`src/rtl/branch_resolve.sv`:
```
// Execute-stage branch resolution: decides the branch outcome, trains a 2-bit BHT and issues registered redirects.
// Optional BRANCH_STATS_EN adds branch/jump/mispredict event counters.
module branch_resolve #(
    parameter int         BHT_IDX_W = 6,
    parameter logic [1:0] RESET_CTR = 2'b01
) (
    input  logic        clk,
    input  logic        rst,
    input  logic [31:0] if_pc,
    output logic        if_pred_taken,
    input  logic        ex_valid,
    input  logic        ex_stall,
    input  logic        ex_branch,
    input  logic        ex_jump,
    input  logic [2:0]  ex_funct3,
    input  logic [31:0] ex_pc,
    input  logic [31:0] ex_target,
    input  logic        ex_pred_taken,
    output logic        sign_select,
    input  logic        equal,
    input  logic        less_than,
`ifdef BRANCH_STATS_EN
    output logic [31:0] stat_branches,
    output logic [31:0] stat_jumps,
    output logic [31:0] stat_mispredicts,
`endif
    output logic        redirect_valid,
    output logic [31:0] redirect_pc
);

    localparam int BHT_N = 1 << BHT_IDX_W;

    logic [BHT_N-1:0][1:0] bht;
    logic [BHT_IDX_W-1:0]  if_idx;
    logic [BHT_IDX_W-1:0]  ex_idx;
    logic                  res;
    logic                  cond;
    logic                  taken;
    logic                  mispredict;
    logic                  train;
    logic [1:0]            ctr;
    logic [1:0]            ctr_next;

    // Only the word-index bits of the fetch PC address the table.
    logic unused_if_pc;
    assign unused_if_pc = ^{if_pc[31:BHT_IDX_W+2], if_pc[1:0]};

    assign if_idx        = if_pc[BHT_IDX_W+1:2];
    assign ex_idx        = ex_pc[BHT_IDX_W+1:2];
    assign if_pred_taken = bht[if_idx][1];
    assign sign_select   = ex_funct3[1];

    // The instruction in EX during a redirect pulse is wrong-path.
    assign res        = ex_valid & ~ex_stall & ~redirect_valid & (ex_branch | ex_jump);
    assign taken      = ex_jump | cond;
    assign mispredict = res & (taken != ex_pred_taken);
    assign train      = res & ex_branch;
    assign ctr        = bht[ex_idx];

    always_comb begin
        cond = 1'b0;
        case (ex_funct3)
            3'b000:          cond = equal;
            3'b001:          cond = ~equal;
            3'b100, 3'b110:  cond = less_than;
            3'b101, 3'b111:  cond = ~less_than;
            default:         cond = 1'b0;
        endcase
    end

    always_comb begin
        ctr_next = ctr;
        if (taken) begin
            if (ctr != 2'b11) ctr_next = ctr + 2'd1;
        end else if (ctr != 2'b00) begin
            ctr_next = ctr - 2'd1;
        end
    end

    always_ff @(posedge clk) begin
        if (rst) begin
            redirect_valid <= 1'b0;
            redirect_pc    <= '0;
            bht            <= {BHT_N{RESET_CTR}};
        end else begin
            redirect_valid <= mispredict;
            if (mispredict) redirect_pc <= taken ? ex_target : ex_pc + 32'd4;
            if (train) bht[ex_idx] <= ctr_next;
        end
    end

`ifdef BRANCH_STATS_EN
    always_ff @(posedge clk) begin
        if (rst) begin
            stat_branches    <= '0;
            stat_jumps       <= '0;
            stat_mispredicts <= '0;
        end else begin
            if (res & ex_branch) stat_branches    <= stat_branches + 32'd1;
            if (res & ex_jump)   stat_jumps       <= stat_jumps + 32'd1;
            if (mispredict)      stat_mispredicts <= stat_mispredicts + 32'd1;
        end
    end
`endif

endmodule

```
`config.mk`:
```
export PLATFORM = sky130hd
export DESIGN_NAME = branch_resolve
export DESIGN_NICKNAME = d
export VERILOG_FILES = /design/src/rtl/branch_resolve.sv
export SDC_FILE = /design/constraint.sdc
export NUM_CORES = 1
export LEC_CHECK = 0
export CAP_MARGIN = 20
export CORE_ASPECT_RATIO = 0.8
export CORE_MARGIN = 5
export CORE_UTILIZATION = 35
export CTS_BUF_LIST = sky130_fd_sc_hd__clkbuf_8
export DETAILED_ROUTE_END_ITERATION = 7
export PLACE_DENSITY_LB_ADDON = 0.15
export SLEW_MARGIN = 5
export SYNTH_ARGS = -nofsm -noshare
export SYNTH_HDL_FRONTEND = slang
export SYNTH_SLANG_ARGS = --single-unit
```
`constraint.sdc`:
```
create_clock -name clk -period 6.1 [get_ports clk]
set_input_delay 1.525 -clock clk [delete_from_list [all_inputs] [get_ports clk]]
set_output_delay 1.525 -clock clk [all_outputs]
set_load 0.01 [all_outputs]
```
Word-level counts from Yosys, hierarchy flattened
Index checks and enable logic that the tools add are counted.

word-level totals
  register bits = 161
  bits of input ports = 108
  output and inout bits = 35
  word-level logic and storage cells = 107

cells by class
  add/sub/neg operators = 3
  magnitude comparators = 3
  equality and inequality tests = 7
  muxes and demuxes = 12
  bitwise logic cells = 11
  reduce and logical (&&, ||, !) cells = 5

operators with widths
  operator                 count
  $bwmux W128              1
  $add A32 B3 Y32 const B  1
  $mux W32                 1
  $bmux W2 S6              2
  $lt A6 B7 Y1 const B     2
  $demux W2 S6             1
  $eq A3 B3 Y1 const B     4
  $mux W2                  6
  $ge A6 B1 Y1 const B     1
  $and A1 B1 Y1            5
  $not A1 Y1               4
  $pmux W1 S4              1
  $reduce_or A2 Y1         2
  $eq A3 B1 Y1 const B     1
  $logic_not A3 Y1         1
  $add A2 B1 Y2 const B    1
  $ne A2 B2 Y1 const B     1
  $or A1 B1 Y1             2
  $reduce_bool A2 Y1       1
  $sub A2 B1 Y2 const B    1
  $logic_and A1 B1 Y1      1
  $ne A1 B1 Y1             1

Longest topological paths before layout
Gate-level depths: netlist of run 1.

  word-level depth = 6
  depth in mapped cells = 13
  depth with buffers taken out = 9

Least setup slack after synthesis of run 1
OpenSTA, ideal clock, no wires.

  path type = input to output
  start point = input if_pc[2]
  end point = output if_pred_taken
  arrival = 3.965 ns
  data required time = 4.575 ns
  setup slack = 0.610 ns
  stages on the path = 5
  buffers on the path = 2
  cells stage by stage = clkbuf_1 > buf_1 > mux4_2 > mux4_2 > mux4_2

between the ends
  longest elaborated chain between the ends = 2

RTL lines
  element                        line  RTL
  start: declaration             9     input logic [31:0] if_pc,
  $bmux W2 S6                    50    assign if_pred_taken = bht[if_idx][1];
  $mux W2 (not written as such)  50
  end: declaration               10    output logic if_pred_taken,

Every way passes these cells. The select of a mux whose other input is x is not followed.

Worst setup path in the final report of run 1
Ends and elaborated chain as after synthesis.

==> results of run 1 <==
metal layers:
| layer | routed length (um) | vias up |
|---|---|---|
| li1 | - | 3983 |
| met1 | 14850 | 3886 |
| met2 | 12120 | 302 |
| met3 | 2361 | 27 |
| met4 | 333 | 0 |
| met5 | 0 | - |
tightest hold or removal path, delay by kind of cell (launching register included):
| kind | cells | cell delay, ns |
|---|---|---|
| flip-flops | 1 | 0.32 |
| AND/OR/NAND/NOR | 1 | 0.05 |
| AO/OA/AOI/OAI | 1 | 0.05 |
registers in the layout, indices dropped and copies added, names as in the netlist:
register / count
redirect_valid: 1
redirect_pc: 32
bht: 128
logic make-up after synthesis:
group,after synthesis
AOI/OAI and AO/OA,335
xor gates and xnor gates,24
adders and majority gates,2
buffers and inverters,99
DFF,161
muxes,56
and+or+nand+nor,360
through the flow:
stage | std cells | hold slack, ns
4_1_cts | 1436 | 0.4591
3_5_place_dp | 1405 | 0.4452
2_1_floorplan | 1037 | 0.4304
6_report | 1436 | 0.4546
3_3_place_gp | 1404 | 0.4394
5_1_grt | 1436 | 0.4708
report_power, final:
part,total [mW],switching [mW],internal (mW)
Sequential,1.07,0.00605,1.06
Combinational,0.357,0.228,0.129
Clock,0.774,0.431,0.343
Total,2.20,0.665,1.53
final cells by class:
class / count / area (um^2)
fill: 2486 / 13970
multi-input combinational: 777 / 5020
sequential: 161 / 3223
timing repair buffer: 143 / 1371
tap: 318 / 397.9
clock buffer: 19 / 261.5
clock inverter: 12 / 110.1
inverter: 6 / 22.52
path summary, 6_finish.rpt:
path                            cells after the start                          from                           end
worst max register to register                      8          bht[58]$_SDFFE_PP1P_         bht[121]$_SDFFE_PP0P_
worst min register to register                      2  redirect_pc[23]$_SDFFE_PP0P_  redirect_pc[23]$_SDFFE_PP0P_
worst max-delay path                                6                      if_pc[2]                 if_pred_taken
worst min-delay path                                2  redirect_pc[23]$_SDFFE_PP0P_  redirect_pc[23]$_SDFFE_PP0P_
cells in the final DEF, fill, tap and decap left out, types with 3 or more instances in the layout:
| cell | netlist | layout |
|---|---|---|
| dfxtp_1 | 161 | 161 |
| nand2_1 | 154 | 154 |
| nor2_1 | 130 | 129 |
| a21oi_1 | 113 | 113 |
| clkdlybuf4s50_1 | 0 | 112 |
| o31ai_1 | 64 | 64 |
| a211oi_1 | 52 | 52 |
| o211ai_1 | 30 | 30 |
| mux4_2 | 27 | 27 |
| buf_4 | 12 | 26 |
| a221oi_1 | 19 | 19 |
| clkbuf_8 | 0 | 19 |
| nand3_1 | 18 | 18 |
| a311oi_1 | 16 | 16 |
| mux2_2 | 14 | 14 |
| mux2i_1 | 13 | 13 |
| and3_1 | 13 | 13 |
| xnor2_1 | 12 | 12 |
| xor2_1 | 12 | 12 |
| o21ai_0 | 11 | 11 |
| nor3_1 | 8 | 7 |
| or3_1 | 6 | 6 |
| inv_1 | 4 | 5 |
| a22oi_1 | 5 | 5 |
| nor2b_1 | 4 | 4 |
| or2_2 | 4 | 4 |
| and2_1 | 3 | 3 |
| a32oi_1 | 3 | 3 |
| a221o_1 | 3 | 3 |
| nand4_1 | 3 | 3 |
| clkinvlp_4 | 0 | 3 |
| clkinv_4 | 0 | 3 |
| buf_2 | 19 | 3 |
==> reports/qor.csv, run 1 <==
stage;metric;value;unit
sta;timing.fmax;172.1;MHz
worst_setup_path;end_kind;output pin;
detailed_routing;first_pass_iters;6;
outcome;status;finished, final reports clean;
finish;n_antenna_cell;0;
yosys;yosysTopAreaCell;dfxtp_1;
yosys;avgSynthCellArea;8.386;um^2
clocking;cts_resized;0;
global_routing;grtUsageTotal;20.87;%
global_routing;grt_pass1_vias;7737;
global_routing;use_met2;29.46;%
finish;finalNetCount;1215;
die;die_h;151.0;um
placement;postPlaceCellArea;10030;um^2
run;cap_viol_max_count;0;
detailed_routing;drc_errors;0;
yosys;ys.warnings.count;0;
detailed_routing;vias;8198;
yosys;synth_commonest_cells;dfxtp_1, nand2_1, nor2_1;
die;row_count;51;
worst_setup_path;critical_path.top_delay_family;multiplexers;
yosys;synth_area_leaders;dfxtp_1, mux4_2, nand2_1, a21oi_1, nor2_1;
worst_setup_path;path_class;primary input to output pin;
detailed_routing;vias_per_cell;5.709;
yosys;synth_top_family_by_area;compound AO/OA/AOI/OAI gates;
yosys;syn-num-nets;1146;
pwr;power_density;211.3;nW/um^2
finish;drive_gt1_share;10.73;%
finish;post-route-util;42.69;%
yosys;netlist_area;8696;um^2
die;ioPinCount;143;
yosys;async_reset_ff_share;0;%
placement;gp_congestion;0.8406;
yosys;synthFlopType;dfxtp_1;
clocking;ctsHoldBuffers;0;
detailed_routing;wirelength;29670;um
sta;period_minus_slack;5.812;ns
worst_setup_path;cpMostUsedCell;mux4_2;
sta;fin_ws;0.2883;ns
clocking;cts_root_buf;clkbuf_8;
worst_setup_path;cp_slowest_cell;mux4_2;
detailed_routing;drt_iter0_drc;633;
sta;worst_slew_pin_slew;0.9600;ns
finish;final_area;10410;um^2
placement;io_buffers;116;
clocking;cts_buffer_depth;2;
sta;setup_violations;0;
global_routing;gr-usage-met1;32.51;%
clocking;cts_tree;done;
placement;hpwl;19950;um
yosys;synthSimpleGateAreaFrac;17.91;%
sta;finalClockSkew;0.01627;ns
global_routing;grt_use_met3;4.202;%
die;start_util;35.67;%
worst_setup_path;startpoint_type;primary input;
yosys;synth_cells;1037;
global_routing;antenna_found_initial;0;
pwr;p_leak;3.157;nW
global_routing;grt_overflow;0;
die;coreArea;24380;um^2
sta;rsz0062_at_grt;false;
die;die_w;186.2;um
detailed_routing;wl_per_cell;20.66;um
sta;finalMaxSlewViolations;0;
clocking;cts_num_sinks;161;
worst_setup_path;crit_path_max_incr_delay;0.54;ns
worst_setup_path;rrSetupSlack;3.10;ns
clocking;clock_latency;0.47;ns
sta;slew_headroom;36.00;%
finish;syn2layout_area_growth;19.67;%
sta;setup_tns;0;ns
clocking;cts-buffers-inserted;17;
worst_setup_path;required;4.58;ns
min_path;hold_class;flip-flop to flip-flop;
global_routing;grt_pass1_wl;45860;um
worst_setup_path;cp.arrival;4.29;ns
placement;pre_cts_ws;0.2993;ns
yosys;synth_edf_count;0;
clocking;clkTransAtPathRegs;0.09;ns
yosys;yosysUniqueCellTypes;62;
worst_setup_path;crit_buf_inv;3;
yosys;synth_mux_area_share;10.56;%
pwr;fin_total_pwr;2.199;mW
yosys;synthXorXnorAreaFrac;2.417;%
clocking;post_cts_buffers;0;
die;die_area;28120;um^2
yosys;ys_seq_area_share;37.06;%
sta;finalHoldViolCount;0;
yosys;synth_top_area_share;37.06;%
yosys;synth_compound_area_share;26.36;%
global_routing;gr-max-usage-layer;met1;
worst_setup_path;crit_chain;clkdlybuf4s50_1, buf_12, mux4_2, mux4_2, mux4_2, clkdlybuf4s50_1;
sta;fin_crit_sh;95.27;%
yosys;synthAdderAreaFrac;0.2734;%
yosys;synth_most_common_cell;dfxtp_1;
worst_setup_path;worstPathMaxFanout;16;
detailed_routing;antenna_left;0;
clocking;htreeDepth;4;
pwr;ir_drop;122.6;uV
global_routing;grt_max_degree;65;
yosys;synth_seq_cells;161;
Power figures use the tool's default switching activity.
==> inputs of run 2 (changes only) <==
--- a/config.mk
+++ b/config.mk
@@ -6,7 +6,6 @@
 export NUM_CORES = 1
 export LEC_CHECK = 0
 export CAP_MARGIN = 20
-export CORE_ASPECT_RATIO = 0.8
 export CORE_MARGIN = 5
 export CORE_UTILIZATION = 35
 export CTS_BUF_LIST = sky130_fd_sc_hd__clkbuf_8
==> reports/qor.csv, run 2 (synthesized netlist as in run 1, its figures left out) <==
stage;metric;value;unit;change
worst_setup_path;worstPathMaxFanout;16;;unchanged
sta;rsz0062_at_grt;false;;
placement;pre_cts_ws;0.3330;ns;+0.03367 ns
worst_setup_path;cp-endpoint;if_pred_taken;;
sta;setup_tns;0;ns;unchanged
finish;nFillCells;2424;;-2.5%
global_routing;grt_max_degree;65;;unchanged
clocking;cts_buffer_depth;2;;unchanged
finish;finalNetCount;1213;;-0.16%
finish;regArea;3223;um^2;unchanged
detailed_routing;drt_iter0_drc;747;;+18%
finish;n_antenna_cell;0;;unchanged
pwr;clockPowerShare;39.0;%;+3.8 points
finish;layout_commonest_cell;dfxtp_1;;
finish;drive_gt1_share;10.57;%;-0.16 points
worst_setup_path;crit_path_max_incr_delay;0.56;ns;+0.02 ns
pwr;switching_share;27.62;%;-2.6 points
die;row_count;57;;+12%
sta;fin_ws;0.3422;ns;+0.05398 ns
die;start_util;35.65;%;about the same
finish;final_cell_mix;dfxtp_1, nand2_1, nor2_1, a21oi_1, clkdlybuf4s50_1;;
worst_setup_path;end_kind;output pin;;
sta;finalMaxSlewViolations;0;;unchanged
pwr;combPwrFrac;15.4;%;-0.8 points
sta;worst_slew_pin_slew;1.055;ns;+0.09539 ns
global_routing;grt_pass1_vias;7665;;-0.93%
die;coreArea;24390;um^2;about the same
pwr;ir_drop;126.6;uV;+3.3%
worst_setup_path;path_class;primary input to output pin;;
detailed_routing;wirelength;29030;um;-2.2%
finish;stdcell_count;1440;;+0.28%
clocking;post_cts_buffers;0;;unchanged
worst_setup_path;cp.arrival;4.23;ns;-0.06 ns
clocking;htreeDepth;4;;unchanged
clocking;cts_resized;0;;unchanged
pwr;power_density;222.0;nW/um^2;+5.1%
finish;multiInputGateArea;5020;um^2;unchanged
min_path;hold_class;flip-flop to flip-flop;;
clocking;ctsHoldBuffers;0;;unchanged
die;die_w;167.6;um;-10%
worst_setup_path;cpMostUsedCell;mux4_2;;
worst_setup_path;regToRegEndpoint;bht[121]$_SDFFE_PP0P_;;
worst_setup_path;r2r-start;bht[58]$_SDFFE_PP1P_;;
global_routing;gr-max-usage-layer;met2;;
run;cap_viol_max_count;0;;unchanged
placement;gp_congestion;0.8451;;+0.54%
pwr;intPower;1.695;mW;+10%
placement;dpl.cell_count;1407;;+0.14%
clocking;cts-buffers-inserted;17;;unchanged
global_routing;grt_overflow;0;;unchanged
die;ioPinCount;143;;unchanged
detailed_routing;antenna_left;0;;unchanged
detailed_routing;vias;8200;;+0.024%
placement;hpwl;19670;um;-1.4%
sta;finalClockSkew;0.01312;ns;-0.003144 ns
global_routing;grt_pass1_wl;45810;um;-0.12%
placement;io_buffers;116;;unchanged
placement;postPlaceCellArea;10050;um^2;+0.15%
worst_setup_path;reg2regPathDepth;8;;unchanged
finish;top_regs;bht: 128 flops, redirect_pc: 32 flops, redirect_valid: 1 flops;;
detailed_routing;drc_errors;0;;unchanged
worst_setup_path;required;4.58;ns;about the same
finish;syn2layout_area_growth;21.27;%;
clocking;clock_latency;0.46;ns;about the same
detailed_routing;wl_per_cell;20.16;um;-2.4%
worst_setup_path;cp_slowest_cell;mux4_2;;
sta;slew_headroom;29.10;%;-6.9 points
detailed_routing;first_pass_iters;5;;-1
worst_setup_path;timing.critical_path.from;if_pc[2];;
finish;top_register;bht;;
global_routing;grtUsageTotal;20.19;%;-0.68 points
die;die_h;167.6;um;+11%
clocking;cts_num_sinks;161;;unchanged
sta;period_minus_slack;5.758;ns;-0.05398 ns
worst_setup_path;startpoint_type;primary input;;
die;die_area;28100;um^2;about the same
outcome;status;finished, final reports clean;;
sta;timing.fmax;173.7;MHz;+0.94%
pwr;fin_total_pwr;2.341;mW;+6.5%
sta;fin_crit_sh;94.39;%;-0.88 points
global_routing;use_met2;31.45;%;+2.0 points
clocking;cts_tree;done;;
pwr;power_switching;0.6467;mW;-2.7%
global_routing;grt_use_met3;2.923;%;-1.3 points
clocking;clkTransAtPathRegs;0.09;ns;about the same
clocking;cts_root_buf;clkbuf_8;;
detailed_routing;vias_per_cell;5.694;;-0.25%
pwr;power_frac_seq;45.6;%;-2.9 points
worst_setup_path;crit_chain;clkdlybuf4s50_1, buf_12, mux4_2, mux4_2, mux4_2, clkdlybuf4s50_1;;
sta;setup_violations;0;;unchanged
global_routing;gr-usage-met1;29.54;%;-3.0 points
global_routing;antenna_found_initial;0;;unchanged
worst_setup_path;rrSetupSlack;3.23;ns;+0.13 ns
pwr;p_leak;3.215;nW;+1.8%
finish;largest_reg_flops;128;;unchanged
finish;final_area;10550;um^2;+1.3%
sta;finalHoldViolCount;0;;unchanged
## run 2: routing by layer
metal / share of wire, % / up-vias
li1: - / 3988
met4: 1.7 / 0
met1: 47 / 3903
met3: 5.7 / 35
met2: 46 / 274
met5: 0 / -
## run 2: power groups by stage
stage / registers [mW] / clock network, mW / logic, mW
after global routing: 1.07 / 0.976 / 0.389
after floorplan: 1.10 / 0 / 0.202
after detailed placement: 1.09 / 0 / 0.358
after CTS: 1.07 / 0.930 / 0.360
final: 1.07 / 0.913 / 0.362
after global placement: 1.09 / 0 / 0.360
## run 2: through the flow
stage | hold WS (ns) | util [%]
global placement | 0.4376 | 41.20
CTS | 0.4588 | 43.07
finish | 0.4550 | 43.23
detailed placement | 0.4459 | 41.20
global route | 0.4753 | 43.23
floorplan | 0.4304 | -
## run 2: cell type report
cell class | instances | share of cell area, %
clock buffer | 22 | 2.871
sequential | 161 | 30.56
timing repair buffer | 141 | 13.44
clock inverter | 9 | 1.459
inverter | 6 | 0.2136
tap | 324 | 3.844
multi-input combinational | 777 | 47.60
## run 2: worst min-delay path by stage
stage / start / to / slack (ns) / cells past startpoint
final: redirect_pc[12]$_SDFFE_PP0P_ / redirect_pc[12]$_SDFFE_PP0P_ / 0.45 / 2
after global routing: redirect_pc[12]$_SDFFE_PP0P_ / redirect_pc[12]$_SDFFE_PP0P_ / 0.48 / 2
after CTS: redirect_pc[12]$_SDFFE_PP0P_ / redirect_pc[12]$_SDFFE_PP0P_ / 0.46 / 2
after detailed placement: redirect_pc[12]$_SDFFE_PP0P_ / redirect_pc[12]$_SDFFE_PP0P_ / 0.45 / 2
after global placement: redirect_pc[9]$_SDFFE_PP0P_ / redirect_pc[9]$_SDFFE_PP0P_ / 0.44 / 2
after floorplan: bht[122]$_SDFFE_PP1P_ / bht[122]$_SDFFE_PP1P_ / 0.43 / 2
## run 2: worst max-delay path: cells and delay by family
family,cells,cell delay [ns]
buf+inv,3,1.19
mux,3,1.52
==> inputs of run 3 (changes only) <==
--- a/config.mk
+++ b/config.mk
@@ -6,9 +6,11 @@
 export NUM_CORES = 1
 export LEC_CHECK = 0
 export CAP_MARGIN = 20
+export CORE_ASPECT_RATIO = 1.25
 export CORE_MARGIN = 5
 export CORE_UTILIZATION = 35
 export CTS_BUF_LIST = sky130_fd_sc_hd__clkbuf_8
+export CTS_CLUSTER_SIZE = 24
 export DETAILED_ROUTE_END_ITERATION = 7
 export PLACE_DENSITY_LB_ADDON = 0.15
 export SLEW_MARGIN = 5
==> reports/qor.csv, run 3 (synthesized netlist as in run 1, its figures left out) <==
stage;metric;value;unit;change
sta;setup_tns;0;ns;unchanged
sta;timing.fmax;172.9;MHz;-0.45%
sta;finalClockSkew;0.01717;ns;+0.004047 ns
detailed_routing;drt_iter0_drc;748;;+0.13%
clocking;ctsHoldBuffers;0;;unchanged
finish;final_cell_mix;dfxtp_1, nand2_1, nor2_1, a21oi_1, clkdlybuf4s50_1;;
finish;top_regs;bht: 128 flops, redirect_pc: 32 flops, redirect_valid: 1 flops;;
clocking;cts_num_sinks;161;;unchanged
global_routing;grt_pass1_vias;7915;;+3.3%
placement;hpwl;20340;um;+3.4%
placement;gp_congestion;0.8359;;-1.1%
global_routing;gr-max-usage-layer;met2;;
worst_setup_path;cp.arrival;4.26;ns;+0.03 ns
sta;period_minus_slack;5.784;ns;+0.02623 ns
placement;postPlaceCellArea;10090;um^2;+0.42%
clocking;cts_resized;0;;unchanged
worst_setup_path;worstPathMaxFanout;16;;unchanged
pwr;ir_drop;129.6;uV;+2.3%
worst_setup_path;crit_path_max_incr_delay;0.54;ns;-0.02 ns
detailed_routing;wirelength;29880;um;+2.9%
die;start_util;35.49;%;-0.16 points
worst_setup_path;end_kind;output pin;;
finish;stdcell_count;1455;;+1.0%
finish;top_register;bht;;
detailed_routing;first_pass_iters;5;;unchanged
die;die_area;28120;um^2;about the same
worst_setup_path;crit_chain;clkdlybuf4s50_1, buf_12, mux4_2, mux4_2, mux4_2, clkdlybuf4s50_1;;
sta;worst_slew_pin_slew;1.048;ns;-0.007061 ns
worst_setup_path;cpMostUsedCell;mux4_2;;
finish;finalNetCount;1221;;+0.66%
die;die_h;186.2;um;+11%
clocking;cts-buffers-inserted;17;;unchanged
finish;n_antenna_cell;0;;unchanged
global_routing;grt_overflow;0;;unchanged
pwr;fin_total_pwr;2.166;mW;-7.5%
worst_setup_path;path_class;primary input to output pin;;
sta;fin_ws;0.3160;ns;-0.02623 ns
worst_setup_path;startpoint_type;primary input;;
placement;dpl.cell_count;1421;;+1.0%
placement;pre_cts_ws;0.3115;ns;-0.02149 ns
die;row_count;64;;+12%
min_path;hold_class;flip-flop to flip-flop;;
sta;setup_violations;0;;unchanged
die;coreArea;24500;um^2;+0.46%
clocking;cts_tree;done;;
global_routing;grt_max_degree;77;;+18%
sta;holdWs;0.4543;ns;-0.0007260 ns
sta;finalHoldViolCount;0;;unchanged
global_routing;gr-usage-met1;27.38;%;-2.2 points
clocking;clock_latency;0.48;ns;+0.02 ns
finish;layout_commonest_cell;dfxtp_1;;
global_routing;grt_use_met3;4.048;%;+1.1 points
clocking;htreeDepth;4;;unchanged
global_routing;antenna_found_initial;0;;unchanged
sta;fin_crit_sh;94.82;%;+0.43 points
worst_setup_path;required;4.58;ns;about the same
clocking;cts_root_buf;clkbuf_8;;
global_routing;use_met2;35.47;%;+4.0 points
placement;io_buffers;116;;unchanged
worst_setup_path;cp_slowest_cell;mux4_2;;
clocking;post_cts_buffers;0;;unchanged
global_routing;grtUsageTotal;21.09;%;+0.90 points
sta;finalMaxSlewViolations;0;;unchanged
detailed_routing;vias_per_cell;5.684;;-0.19%
sta;slew_headroom;29.58;%;+0.47 points
clocking;cts_buffer_depth;2;;unchanged
detailed_routing;antenna_left;0;;unchanged
run;cap_viol_max_count;0;;unchanged
finish;syn2layout_area_growth;20.45;%;
die;die_w;151.0;um;-9.9%
finish;post-route-util;42.74;%;-0.49 points
finish;drive_gt1_share;11.20;%;+0.63 points
pwr;p_leak;3.172;nW;-1.3%
finish;nFillCells;2482;;+2.4%
detailed_routing;vias;8270;;+0.85%
outcome;status;finished, final reports clean;;
finish;final_area;10470;um^2;-0.68%
detailed_routing;wl_per_cell;20.54;um;+1.9%
finish;largest_reg_flops;128;;unchanged
sta;rsz0062_at_grt;false;;
global_routing;grt_pass1_wl;46390;um;+1.3%
clocking;clkTransAtPathRegs;0.09;ns;about the same
detailed_routing;drc_errors;0;;unchanged
pwr;power_density;206.8;nW/um^2;-6.9%
die;ioPinCount;143;;unchanged
## run 3: changes by cell type in the layout (fill, tap and decap cells not counted), moves of 2 or more
cell | previous run | this run
buf_4 | 19 | 30
clkinvlp_4 | 1 | 7
clkbuf_8 | 22 | 17
inv_6 | 0 | 5
bufinv_16 | 4 | 0
buf_12 | 5 | 3
## run 3: where the power goes
group,switching (mW),internal [mW]
clock,0.449,0.284
combinational,0.229,0.136
sequential,0.00562,1.06
## run 3: area by class of cell
type	count	area [um^2]	area share, %
Clock buffer	17	234.0	2.234
Clock inverter	15	112.6	1.075
Inverter	6	22.52	0.2150
Multi-Input combinational cell	777	5020	47.93
Sequential cell	161	3223	30.77
Tap cell	330	412.9	3.942
Timing Repair Buffer	149	1449	13.83
## run 3: worst paths after layout
check,depth (start not counted),start,slack (ns),end
hold reg to reg,2,redirect_pc[9]$_SDFFE_PP0P_,0.45,redirect_pc[9]$_SDFFE_PP0P_
setup reg to reg,8,bht[58]$_SDFFE_PP1P_,3.11,bht[127]$_SDFFE_PP0P_
hold / removal,2,redirect_pc[9]$_SDFFE_PP0P_,0.45,redirect_pc[9]$_SDFFE_PP0P_
setup / recovery,6,if_pc[2],0.32,if_pred_taken
## run 3: critical path: cells and delay by family
kind / cells / cell delay [ns]
buffers and inverters: 3 / 1.20
muxes: 3 / 1.52
## run 3: metal layers
| layer | up-vias | part of all wire, % |
|---|---|---|
| met2 | 284 | 49 |
| met3 | 51 | 6.0 |
| li1 | 3995 | - |
| met4 | 0 | 2.3 |
| met5 | - | 0 |
| met1 | 3940 | 43 |
